[src/rtl/lcd_seq_pkg.sv]
// Shared types and constants for the LCD_if SPI sequencer: FSM encoding,
// chip-enable codes and the EADOGS102N-6 init command table.
package lcd_seq_pkg;

    typedef enum logic [3:0] {
        S_IDLE,
        S_PWR_WAIT,
        S_FETCH,
        S_READY,
        S_WR_GO,
        S_WR_DAT,
        S_WAIT_IRQ,
        S_WR_CLR,
        S_GAP,
        S_ERROR
    } state_t;

    localparam logic [1:0] CE_CTRL = 2'b01;
    localparam logic [1:0] CE_DATA = 2'b10;

    // bit8 = C/D, bits7:0 = payload
    typedef logic [8:0] word_t;

    localparam int INIT_ROM_LEN = 11;

    // All init entries are commands (C/D = 0); out-of-range reads give 0.
    function automatic word_t init_rom(input logic [7:0] idx);
        case (idx)
            8'd0:    return 9'h040;
            8'd1:    return 9'h0A1;
            8'd2:    return 9'h0C0;
            8'd3:    return 9'h0A4;
            8'd4:    return 9'h0A6;
            8'd5:    return 9'h0A2;
            8'd6:    return 9'h02F;
            8'd7:    return 9'h027;
            8'd8:    return 9'h081;
            8'd9:    return 9'h010;
            8'd10:   return 9'h0AF;
            default: return 9'h000;
        endcase
    endfunction

endpackage

[src/rtl/lcd_seq_buswr.sv]
// One IPIF write cycle: holds WrCE/BE/Data until WrAck, then forces one idle
// cycle before reporting done, with an optional no-ack timeout.
module lcd_seq_buswr
    import lcd_seq_pkg::*;
#(
    parameter int TIMEOUT_CYC = 1024
) (
    input  logic        clk,
    input  logic        rst,
    input  logic        start,
    input  logic [1:0]  ce,
    input  logic [31:0] data,
    input  logic        ack,
    output logic [1:0]  wr_ce,
    output logic [3:0]  be,
    output logic [31:0] wr_data,
    output logic        done,
    output logic        timeout
);

    localparam logic [31:0] TO_LAST = 32'(TIMEOUT_CYC - 1);

    logic        active;
    logic        gap;
    logic [31:0] cnt;

    // An ack on the last allowed cycle still wins over the timeout.
    assign timeout = active && !ack && (TIMEOUT_CYC != 0) && (cnt == TO_LAST);
    assign done    = gap;

    always_ff @(posedge clk or posedge rst) begin
        if (rst) begin
            wr_ce   <= 2'b00;
            be      <= 4'h0;
            wr_data <= 32'h0;
            active  <= 1'b0;
            gap     <= 1'b0;
            cnt     <= 32'h0;
        end else begin
            gap <= 1'b0;
            if (start) begin
                wr_ce   <= ce;
                be      <= 4'hF;
                wr_data <= data;
                active  <= 1'b1;
                cnt     <= 32'h0;
            end else if (active) begin
                if (ack || timeout) begin
                    wr_ce   <= 2'b00;
                    be      <= 4'h0;
                    wr_data <= 32'h0;
                    active  <= 1'b0;
                    gap     <= ack;
                end else begin
                    cnt <= cnt + 32'd1;
                end
            end
        end
    end

endmodule

[src/rtl/lcd_spi_seq.sv]
// Bus-master sequencer for LCD_if: power-up wait, init table streaming, then
// user words, each sent as control write / data write / irq wait / irq clear.
module lcd_spi_seq
    import lcd_seq_pkg::*;
#(
    parameter int          PWR_WAIT_CYC = 16,
    parameter int          TIMEOUT_CYC  = 1024,
    parameter logic [31:0] CTRL_GO      = 32'h0000_0E04,
    parameter logic [31:0] CTRL_CLR     = 32'h0000_0F01,
    parameter int          INIT_LEN     = 11
) (
    input  logic        Bus2IP_Clk,
    input  logic        Bus2IP_Reset,
    input  logic        i_start,
    input  logic [8:0]  i_word,
    input  logic        i_word_valid,
    output logic        o_word_ready,
    output logic [1:0]  o_WrCE,
    output logic [3:0]  o_BE,
    output logic [31:0] o_Data,
    input  logic        i_WrAck,
    input  logic        i_irq,
    output logic        o_init_done,
    output logic        o_busy,
    output logic        o_err
);

    localparam logic [31:0] PWR_LAST = (PWR_WAIT_CYC > 0) ? 32'(PWR_WAIT_CYC - 1) : 32'd0;
    localparam logic [31:0] TO_LAST  = 32'(TIMEOUT_CYC - 1);

    state_t      state, next_state;
    logic [31:0] cnt;
    logic [7:0]  rom_idx;
    word_t       word_q;
    logic        init_done, err;

    logic        wr_start, wr_done, wr_timeout;
    logic [1:0]  wr_ce;
    logic [31:0] wr_data;
    logic        load_rom, accept, set_done, restart;
    logic        irq_timeout;

    assign irq_timeout = (TIMEOUT_CYC != 0) && (cnt == TO_LAST);

    always_ff @(posedge Bus2IP_Clk or posedge Bus2IP_Reset) begin
        if (Bus2IP_Reset) begin
            state     <= S_IDLE;
            cnt       <= 32'h0;
            rom_idx   <= 8'h0;
            word_q    <= 9'h0;
            init_done <= 1'b0;
            err       <= 1'b0;
        end else begin
            state <= next_state;
            cnt   <= (next_state != state) ? 32'h0 : cnt + 32'd1;
            if (restart) begin
                rom_idx   <= 8'h0;
                init_done <= 1'b0;
                err       <= 1'b0;
            end
            if (load_rom) begin
                word_q  <= init_rom(rom_idx);
                rom_idx <= rom_idx + 8'd1;
            end
            if (accept)
                word_q <= i_word;
            if (set_done)
                init_done <= 1'b1;
            if (next_state == S_ERROR && state != S_ERROR)
                err <= 1'b1;
        end
    end

    always_comb begin
        next_state = state;
        load_rom   = 1'b0;
        accept     = 1'b0;
        set_done   = 1'b0;
        restart    = 1'b0;
        wr_start   = 1'b0;
        wr_ce      = 2'b00;
        wr_data    = 32'h0;

        case (state)
            S_IDLE, S_ERROR: begin
                if (i_start) begin
                    next_state = S_PWR_WAIT;
                    restart    = 1'b1;
                end
            end
            S_READY: begin
                if (i_start) begin
                    next_state = S_PWR_WAIT;
                    restart    = 1'b1;
                end else if (i_word_valid) begin
                    next_state = S_WR_GO;
                    accept     = 1'b1;
                end
            end
            S_PWR_WAIT: begin
                if (cnt >= PWR_LAST)
                    next_state = S_FETCH;
            end
            S_FETCH: begin
                if ({24'd0, rom_idx} < 32'(INIT_LEN)) begin
                    next_state = S_WR_GO;
                    load_rom   = 1'b1;
                end else begin
                    next_state = S_READY;
                    set_done   = 1'b1;
                end
            end
            S_WR_GO: begin
                if (wr_timeout)   next_state = S_ERROR;
                else if (wr_done) next_state = S_WR_DAT;
            end
            S_WR_DAT: begin
                if (wr_timeout)   next_state = S_ERROR;
                else if (wr_done) next_state = S_WAIT_IRQ;
            end
            S_WAIT_IRQ: begin
                if (i_irq)            next_state = S_WR_CLR;
                else if (irq_timeout) next_state = S_ERROR;
            end
            S_WR_CLR: begin
                if (wr_timeout)   next_state = S_ERROR;
                else if (wr_done) next_state = S_GAP;
            end
            S_GAP: begin
                next_state = init_done ? S_READY : S_FETCH;
            end
            default: next_state = S_IDLE;
        endcase

        // Launch the bus write on the edge that enters a write state.
        if (next_state != state) begin
            case (next_state)
                S_WR_GO: begin
                    wr_start = 1'b1;
                    wr_ce    = CE_CTRL;
                    wr_data  = CTRL_GO;
                end
                S_WR_DAT: begin
                    wr_start = 1'b1;
                    wr_ce    = CE_DATA;
                    wr_data  = {23'd0, word_q};
                end
                S_WR_CLR: begin
                    wr_start = 1'b1;
                    wr_ce    = CE_CTRL;
                    wr_data  = CTRL_CLR;
                end
                default: ;
            endcase
        end
    end

    lcd_seq_buswr #(
        .TIMEOUT_CYC(TIMEOUT_CYC)
    ) u_buswr (
        .clk     (Bus2IP_Clk),
        .rst     (Bus2IP_Reset),
        .start   (wr_start),
        .ce      (wr_ce),
        .data    (wr_data),
        .ack     (i_WrAck),
        .wr_ce   (o_WrCE),
        .be      (o_BE),
        .wr_data (o_Data),
        .done    (wr_done),
        .timeout (wr_timeout)
    );

    assign o_word_ready = (state == S_READY);
    assign o_busy       = !(state == S_IDLE || state == S_READY || state == S_ERROR);
    assign o_init_done  = init_done;
    assign o_err        = err;

endmodule

[config.mk]
export PLATFORM = sky130hd
export DESIGN_NAME = lcd_spi_seq
export DESIGN_NICKNAME = d
export VERILOG_FILES = /design/src/rtl/lcd_seq_pkg.sv /design/src/rtl/lcd_seq_buswr.sv /design/src/rtl/lcd_spi_seq.sv
export SDC_FILE = /design/constraint.sdc
export NUM_CORES = 1
export LEC_CHECK = 0
export BUFFER_PORTS_ARGS = -buffer_cell sky130_fd_sc_hd__buf_2
export CORE_ASPECT_RATIO = 1.25
export CORE_MARGIN = 1
export CORE_UTILIZATION = 65
export CTS_CLUSTER_DIAMETER = 200
export DETAILED_ROUTE_END_ITERATION = 8
export PLACE_DENSITY = 0.86
export SYNTH_ARGS = -nofsm -noshare
export SYNTH_HDL_FRONTEND = slang
export SYNTH_HIERARCHICAL = 1
export SYNTH_SLANG_ARGS = --single-unit
export TNS_END_PERCENT = 20
[constraint.sdc]
create_clock -name Bus2IP_Clk -period 9.25 [get_ports Bus2IP_Clk]
set_input_delay 1.3875 -clock Bus2IP_Clk [delete_from_list [all_inputs] [get_ports Bus2IP_Clk]]
set_output_delay 1.3875 -clock Bus2IP_Clk [all_outputs]
set_load 0.005 [all_outputs]
==> results of run 1 <==
==> per-stage QoR <==
stage	hold slack [ps]	power (mW)	util [%]	worst slack (ps)
after floorplan	453.9	1.407	-	4655
after global placement	473.4	1.485	71.06	3005
after detailed placement	486.4	1.527	71.06	2680
after CTS	504.4	2.279	77.95	3064
after global routing	519.9	2.388	77.95	2613
final	500.5	2.273	77.95	2946
==> cells by family after synthesis <==
group                      Yosys count  share of synthesized area (%)
AOI/OAI and AO/OA                   79                          7.859
other                                1                        0.05689
adders and majority gates            6                          1.139
xor gates and xnor gates            51                          7.062
buffers and inverters               56                          4.385
and+or+nand+nor                    314                          26.94
DFF                                124                          47.08
muxes                               36                          5.486
==> per-layer routing <==
layer / share of wire (%) / GRT usage, % / routed length, um
met1: 42 / 34.98 / 5927
met2: 52 / 50.80 / 7454
met3: 4.5 / 6.242 / 637
met5: 0 / 0 / 0
met4: 1.7 / 10.31 / 243
==> sequential cells by signal, summed over array words and instances, names as in the netlist <==
signal	flops
word_q	9
u_buswr/done	1
state	4
o_err	1
o_init_done	1
u_buswr/wr_ce	2
u_buswr/cnt	32
u_buswr/be	1
cnt	32
u_buswr/active	1
u_buswr/wr_data	32
rom_idx	8
==> power breakdown <==
part / switching [mW] / internal (mW) / leakage [nW] / total (mW)
Sequential: 0.0804 / 0.639 / 1.68 / 0.719
Combinational: 0.500 / 0.313 / 1.50 / 0.813
Clock: 0.235 / 0.506 / 0.315 / 0.741
==> layout make-up <==
cell class,instances,share of cell area (%)
flip-flops and latches,124,41.00
clock buffers,22,6.398
inverters,17,0.8431
well taps,126,2.083
multi-input cells,506,43.23
clock inverters,10,2.447
repair buffers,59,4.001
==> path summary, 6_finish.rpt <==
| kind | startpoint | to | slack, ps | cells after the start |
|---|---|---|---|---|
| worst max-delay path | i_WrAck | u_buswr/be[2] | 2950 | 15 |
| worst min-delay path | cnt[0] | cnt[0] | 500 | 1 |
| worst max register to register | u_buswr/cnt[20] | u_buswr/be[2] | 3350 | 14 |
| worst min register to register | cnt[0] | cnt[0] | 500 | 1 |
| max in group asynchronous | Bus2IP_Reset | u_buswr/wr_data[7] | 7450 | 3 |
| min in group asynchronous | Bus2IP_Reset | cnt[12] | 1170 | 3 |
==> critical path, delay by kind of cell <==
kind | cells | cell delay (ps)
AOI/OAI and AO/OA | 3 | 1000
xor gates and xnor gates | 1 | 230
buffers and inverters | 2 | 520
and+or+nand+nor | 9 | 3360
==> synthesized netlist by cell type, types with 3 or more instances <==
library cell	instances
o31ai_1	4
and2_1	15
or4_1	4
inv_1	16
xnor2_1	16
nand2_1	27
nor2b_1	11
nor4_1	12
nor3_1	5
and3_1	22
and4_1	6
o21ai_0	21
nand4_1	23
ha_1	6
nor3b_1	3
buf_2	8
buf_4	8
xor2_1	34
a21oi_1	31
nand3_1	35
nand2b_1	7
mux2i_1	35
clkbuf_1	16
a221o_1	5
nor2_2	21
nor2_1	88
or3_1	12
buf_6	5
dfrtp_1	124
==> results.md, run 1 <==
Timing:
- The slew of the pin with the lowest slew margin is 921.0 ps.
- In the finished design, the share of the clock period the worst path needs comes to 68.16%.
- Static timing analysis puts the maximum clock frequency at 0.1586 GHz.
- The setup TNS is 0 ps.
- The worst pin sits at a relative slew slack of 38.37%.
- Setup repair after global routing left no endpoint under its margin.
- The final number of max-transition violations is 0.
- Setup violations remaining at the end of the flow were counted as 0.
- The number of hold violations in the final report came to 0.
- The minimum clock period after layout is 6304 ps.
- The maximum clock skew at final layout is 7.148 ps.

Layout:
- The library cell used most frequently in the layout, excluding fill and tap cells, is dfrtp_1.
- Across the whole layout, storage elements account for 3103 um^2.
- Of the cells placed in the final design, the portion with a size suffix greater than 1 is 18.70%.
- The number of antenna diodes in the final layout is 0.
- In the layout the commonest cells are dfrtp_1, nor2_1, buf_2.
- Summing all multi-input logic gate instances after layout gives 3272 um^2.
- The area growth from synthesis to layout is 14.83%.
- The count of nets after finishing is 746.
- Counting the fill cells in the layout gives 650.
- The post-route standard cell area excluding fillers is 7569 um^2.
- The post-route non-filler standard cell count is 864.

GRT:
- The global-route wire length before repair is 23950 um.
- The initial antenna violation count is 0.
- The number of global-route vias before repair is 5080.
- After global routing the overflow that remains totals 0.
- Global routing used 28.87% of the available tracks across all layers.
- Entering global routing, the biggest net connects 72 pins.

Drt:
- After detailed routing, the number of remaining DRC violations is 0.
- Dividing the detail-routed via count by the number of cells gives 6.069.
- The detailed router finished its first iteration with 298 violations.
- Wires add up to 14260 um.
- The detail route stage leaves a number of antenna-violating nets equal to 0.
- After detailed routing, the average wire length per cell comes to 16.51 um.
- The number of optimization iterations in the first detailed-route pass is 5.
- The overall via count from detail_route is 5244.

Yosys:
- After synthesis, flip-flops and latches occupy 47.08% of the total area.
- The Yosys step of the flow raised 6 warnings.
- Summed over all instances, the cell type with the most area after synthesis is dfrtp_1.
- In this run, synthesis produced a sequential element count of 124.
- The most used flip-flop cell after synthesis is dfrtp_1.
- The distinct cell type count of the synthesized netlist is 67.
- The share of synthesized area in the top cell type comes to 47.08%.
- The number of synthesized flops with an enable pin is 0.
- A synthesized cell averages 9.882 um^2.
- Synthesis produced a netlist whose cell count is 667.
- Summing every instance area after synthesis gives 6591 um^2.
- Yosys attributes the largest share of cell area to dfrtp_1, mux2i_1, nor2_1.
- The share of flip-flops with an asynchronous set or reset after synthesis is 100.0%.

Worst hold path:
- The worst min-delay path category is reg -> reg.

Worst setup path:
- Traced cell by cell, the critical path runs through buf_2 > nor4b_1 > nand4_1 > nor3_1 > nand3b_1 > o2bb2a_1 > o211ai_1 > nor4b_4 > xnor2_1 > nand4_4 > and3_2 > buf_4 > nand2b_1 > o21ba_2 > nor2_1.
- STA classifies the critical path startpoint as an input port.
- The arrival time reported for the critical path endpoint is 6570 ps.
- The start-to-end type of the worst setup path is in -> reg.
- STA classifies the critical path endpoint as a register.
- The largest individual stage delay along the critical path comes from the cell nor3_1.
- The data required time at the worst endpoint is 9510 ps.
- Along the worst path, the maximum fanout reaches 71.
- The biggest cell delay along the critical path is 760 ps.

Placement:
- Buffers placed on the I/O ports in this run total 56.
- The wire-length estimate of the detail-placed layout is 9081 um.
- Once placement completed, the tool counted placed cells totaling 832.
- The standard cell area after detailed placement is 6899 um^2.
- Routability-driven placement finished with a final weighted congestion of 0.9465.

Clocking:
- Post-CTS timing repair inserted 0 buffers for setup.
- Counting along the longest clock path gives a buffer depth of 2.
- The post-CTS clock slew at the launch and capture registers of the worst setup and hold paths is 60 ps.
- TritonCTS built the clock tree.
- The total CTS buffers is 17.
- The root buffer selected by CTS is clkbuf_16.
- In this run, post-CTS hold repair placed 0 buffers.
- The H-tree was split into 4 levels.
- The insertion delay to the later sink of the worst-skew pair is 420 ps.
- The count of clock tree sinks is 124.
- Post-CTS repair changed the size of 0 cells.

Floorplan:
- The core region is 9709 um^2.
- The floorplan die area is 10550 um^2.
- Pin placement for this block handled 57 I/O pins.
- For this configuration, the core starts out at a cell density of 67.89%.
- The die is 92.07 um wide.
- The die boundary height is 114.6 um.
- The cell row count is 40.

Pwr:
- The leakage power summed over all cells is 3.497 nW.
- The power density over the cells is 300.3 nW/um^2.
- The maximum ir drop on the vdd rail is 0.2945 mV.

Job:
- The total of max-cap violations is 0.

Status:
- The run finished with clean final reports.
Power figures use the tool's default switching activity.
==> run 2, diff against run 1 <==
--- a/config.mk
+++ b/config.mk
@@ -8,10 +8,10 @@
 export BUFFER_PORTS_ARGS = -buffer_cell sky130_fd_sc_hd__buf_2
 export CORE_ASPECT_RATIO = 1.25
 export CORE_MARGIN = 1
-export CORE_UTILIZATION = 65
+export CORE_UTILIZATION = 61
 export CTS_CLUSTER_DIAMETER = 200
 export DETAILED_ROUTE_END_ITERATION = 8
-export PLACE_DENSITY = 0.86
+export PLACE_DENSITY = 0.81
 export SYNTH_ARGS = -nofsm -noshare
 export SYNTH_HDL_FRONTEND = slang
 export SYNTH_HIERARCHICAL = 1
==> constraint.sdc (replaced) <==
create_clock -name Bus2IP_Clk -period 5.9 [get_ports Bus2IP_Clk]
set_input_delay 0.885 -clock Bus2IP_Clk [delete_from_list [all_inputs] [get_ports Bus2IP_Clk]]
set_output_delay 0.885 -clock Bus2IP_Clk [all_outputs]
set_load 0.005 [all_outputs]
==> results.md, run 2 (same netlist as run 1, synthesis figures left out) <==
Clocking:
- The post-cts hold buffer count is 0 (unchanged).
- The number of post-CTS setup repair buffers is 0 (unchanged).
- The TritonCTS clock tree is yes.
- The total CTS buffers was 17 (unchanged).
- The root buffer selected by CTS is clkbuf_16.
- The count of clock tree sinks is 124 (unchanged).
- The insertion delay to the later sink of the worst-skew pair is 410 ps (about the same).
- The number of levels the H-tree was split into is 4 (unchanged).
- The post-CTS clock slew at the launch and capture registers of the worst setup and hold paths is 50 ps (about the same).
- The maximum number of buffers from clock root to sink was 2 (unchanged).
- The number of cells upsized or downsized after cts is 0 (unchanged).

Pwr:
- The net switching power is 1.237 mW (+52%).
- The proportion of power drawn by the clock network is 29.7% (-2.9 points).
- The switching fraction of total power is 36.63% (+0.75 points).
- The fraction of power consumed by sequential logic is 33.4% (+1.8 points).
- The power density over the cells came to 451.7 nW/um^2 (+50%).
- The power share of the combinational group is 36.9% (+1.1 points).
- The leakage power summed over all cells is 3.458 nW (-1.1%).
- The maximum ir drop on the vdd rail was 0.3573 mV (+21%).
- The design internal power is 2.140 mW (+47%).

Floorplan:
- The core area is 10560 um^2 (+8.8%).
- The die boundary height is 118.2 um (+3.2%).
- The count of boundary I/O pins came to 57 (unchanged).
- The cell row count came to 42 (+5.0%).
- The floorplan die area came to 11230 um^2 (+6.4%).
- The die extent in x is 94.98 um (+3.2%).
- The initial cell density of the core came to 62.40% (-5.5 points).

GRT:
- The global route total overflow is 0 (unchanged).
- The maximum number of pins on one net before global-route repair was 71 (-1.4%).
- The total track usage was 26.26% (-2.6 points).
- The number of global-route vias before repair came to 5105 (+0.49%).
- The initial antenna violation count is 0 (unchanged).
- The global-route wire length before repair came to 23240 um (-3.0%).

Status:
- The flow ran to the end, and the final reports show no timing, DRC or antenna violations.

Worst setup path:
- The largest fanout on the critical path is 36 (-49%).
- The start-to-end type of the worst setup path is in -> reg.
- The arrival time reported for the critical path endpoint is 5030 ps (-1540 ps).
- The critical path ends at u_buswr/wr_data[30].
- The worst-case register-to-register setup slack is 1230 ps (-2120 ps).
- The critical path buffer and inverter count is 2 (unchanged).
- The launch point of the worst reg-to-reg path is u_buswr/cnt[20].
- The biggest cell delay along the critical path is 740 ps (-20 ps).
- The endpoint kind of the worst setup timing path is a register.
- Among cell families on the critical path, the largest total delay comes from simple AND/OR/NAND/NOR gates.
- In this run the critical register-to-register path is captured at u_buswr/wr_data[30].
- The cell count along the critical path came to 15 (unchanged).
- Traced cell by cell, the critical path runs through buf_2 > nor4b_1 > nand4_1 > nor3_1 > buf_4 > nand3b_1 > o2bb2a_1 > o211ai_1 > nor4b_4 > xnor2_1 > nand4_4 > and3_2 > nand2b_1 > o21ba_2 > nor2_1.
- The data required time at the worst endpoint was 6150 ps (-3360 ps).
- STA classifies the critical path startpoint as an input port.
- In this run the worst setup path begins at i_WrAck.
- The cell with the biggest individual delay on the critical path is o21ba_2.
- The path depth of the worst reg2reg path is 14 (unchanged).

Timing:
- The number of hold violations in the final report was 0 (unchanged).
- Setup repair after global routing left no endpoint under its margin.
- The final number of max-transition violations is 0 (unchanged).
- The upper clock frequency limit is 0.2091 GHz.
- The maximum clock skew at final layout came to 11.15 ps (+4.002 ps).
- In the finished design, the share of the clock period the worst path needs comes to 81.06%.
- The final-report setup violation count is 0 (unchanged).
- The minimum clock period after layout is 4783 ps.
- The normalized max-slew margin is 24.06% (-14 points).
- The slew of the pin with the lowest slew margin was 1139 ps (+218.1 ps).
- The setup TNS is 0 ps (unchanged).

Drt:
- The number of optimization iterations in the first detailed-route pass is 5 (unchanged).
- The overall via count from detail_route was 5072 (-3.3%).
- The ratio of routed vias to standard cells is 5.843 (-3.7%).
- The starting DRC count in detailed routing came to 281 (-5.7%).
- The detailed-route wire length is 13620 um (-4.5%).
- The remaining antenna violation count is 0 (unchanged).
- The number of remaining DRC errors was 0 (unchanged).
- The post-detailed-route wirelength per cell was 15.69 um (-4.9%).

Placement:
- The placed wire-length estimate after detailed placement is 8963 um (-1.3%).
- The standard cell area after detailed placement is 6907 um^2 (+0.11%).
- The final weighted congestion in routability-driven placement is 0.8854 (-6.5%).
- The count of input and output buffers is 56 (unchanged).

Job:
- The total of max-cap violations is 0 (unchanged).

Layout:
- In the layout the commonest cells are dfrtp_1, nor2_1, buf_2.
- The number of fill cells in the layout came to 795 (+22%).
- From synthesis to final layout, the design area changed by 13.40%.
- The fraction of layout instances using a drive strength above 1 is 18.21% (-0.49 points).
- The number of antenna diodes was 0 (unchanged).
- The post-route standard cell area excluding fillers is 7475 um^2 (-1.2%).
- The count of nets after finishing is 746 (unchanged).
- The fraction of the core area covered by cells at the end of the flow is 70.77% (-7.2 points).
- The largest registers in the layout are cnt (32), u_buswr/cnt (32), u_buswr/wr_data (32).
- The library cell used most frequently in the layout, excluding fill and tap cells, is dfrtp_1.

Worst hold path:
- The min-delay analysis places its worst path in the category reg -> reg.
-- run 2: layer usage --
layer,track usage [%],wire [um],vias up
li1,-,-,2434
met1,32.27,5738,2500
met2,45.01,7205,121
met3,5.792,493,17
met4,8.807,184,0
met5,0,0,-
-- run 2: stage by stage --
step	power [mW]	setup WS, ps	hold slack (ps)	cells
after floorplan	2.206	1807	453.9	686
after CTS	3.404	1098	497.3	868
final	3.376	1117	494.2	868
after detailed placement	2.392	674.7	465.8	838
after global routing	3.577	685.6	511.4	868
after global placement	2.337	924.4	476.0	838
-- run 2: power by group through the flow --
| stage | Clock, mW | Sequential [mW] | Combinational [mW] |
|---|---|---|---|
| 2_1_floorplan | 0 | 1.10 | 1.11 |
| 3_3_place_gp | 0 | 1.13 | 1.21 |
| 3_5_place_dp | 0 | 1.14 | 1.25 |
| 4_1_cts | 1.02 | 1.13 | 1.26 |
| 5_1_grt | 1.06 | 1.14 | 1.38 |
| 6_report | 1.00 | 1.13 | 1.24 |
-- run 2: how the worst min path moves through the flow --
stage,start,endpoint,slack (ps),cells after the start
CTS,cnt[0],cnt[0],500,1
detailed placement,o_err,o_err,470,2
finish,cnt[0],cnt[0],490,1
global route,o_err,o_err,510,2
global placement,o_init_done,o_init_done,480,2
floorplan,cnt[0],cnt[0],450,1
-- run 2: final cells by class --
class	instances	area, um^2	share of cell area (%)
inverters	17	63.81	0.8537
clock inverters	7	90.09	1.205
flip-flops and latches	124	3103	41.51
clock buffers	23	478.0	6.394
repair buffers	59	302.8	4.051
well taps	132	165.2	2.210
multi-input cells	506	3272	43.77
-- run 2: worst register-to-register path, stage by stage (launching register included) --
cell	delay [ps]
dfrtp_1	420
nor4_1	340
nand4_1	220
nor3_1	210
buf_4	180
nand3b_1	140
o2bb2a_1	170
o211ai_1	130
nor4b_4	440
xnor2_1	220
nand4_4	540
and3_2	470
nand2b_1	150
o21ba_2	740
nor2_1	130
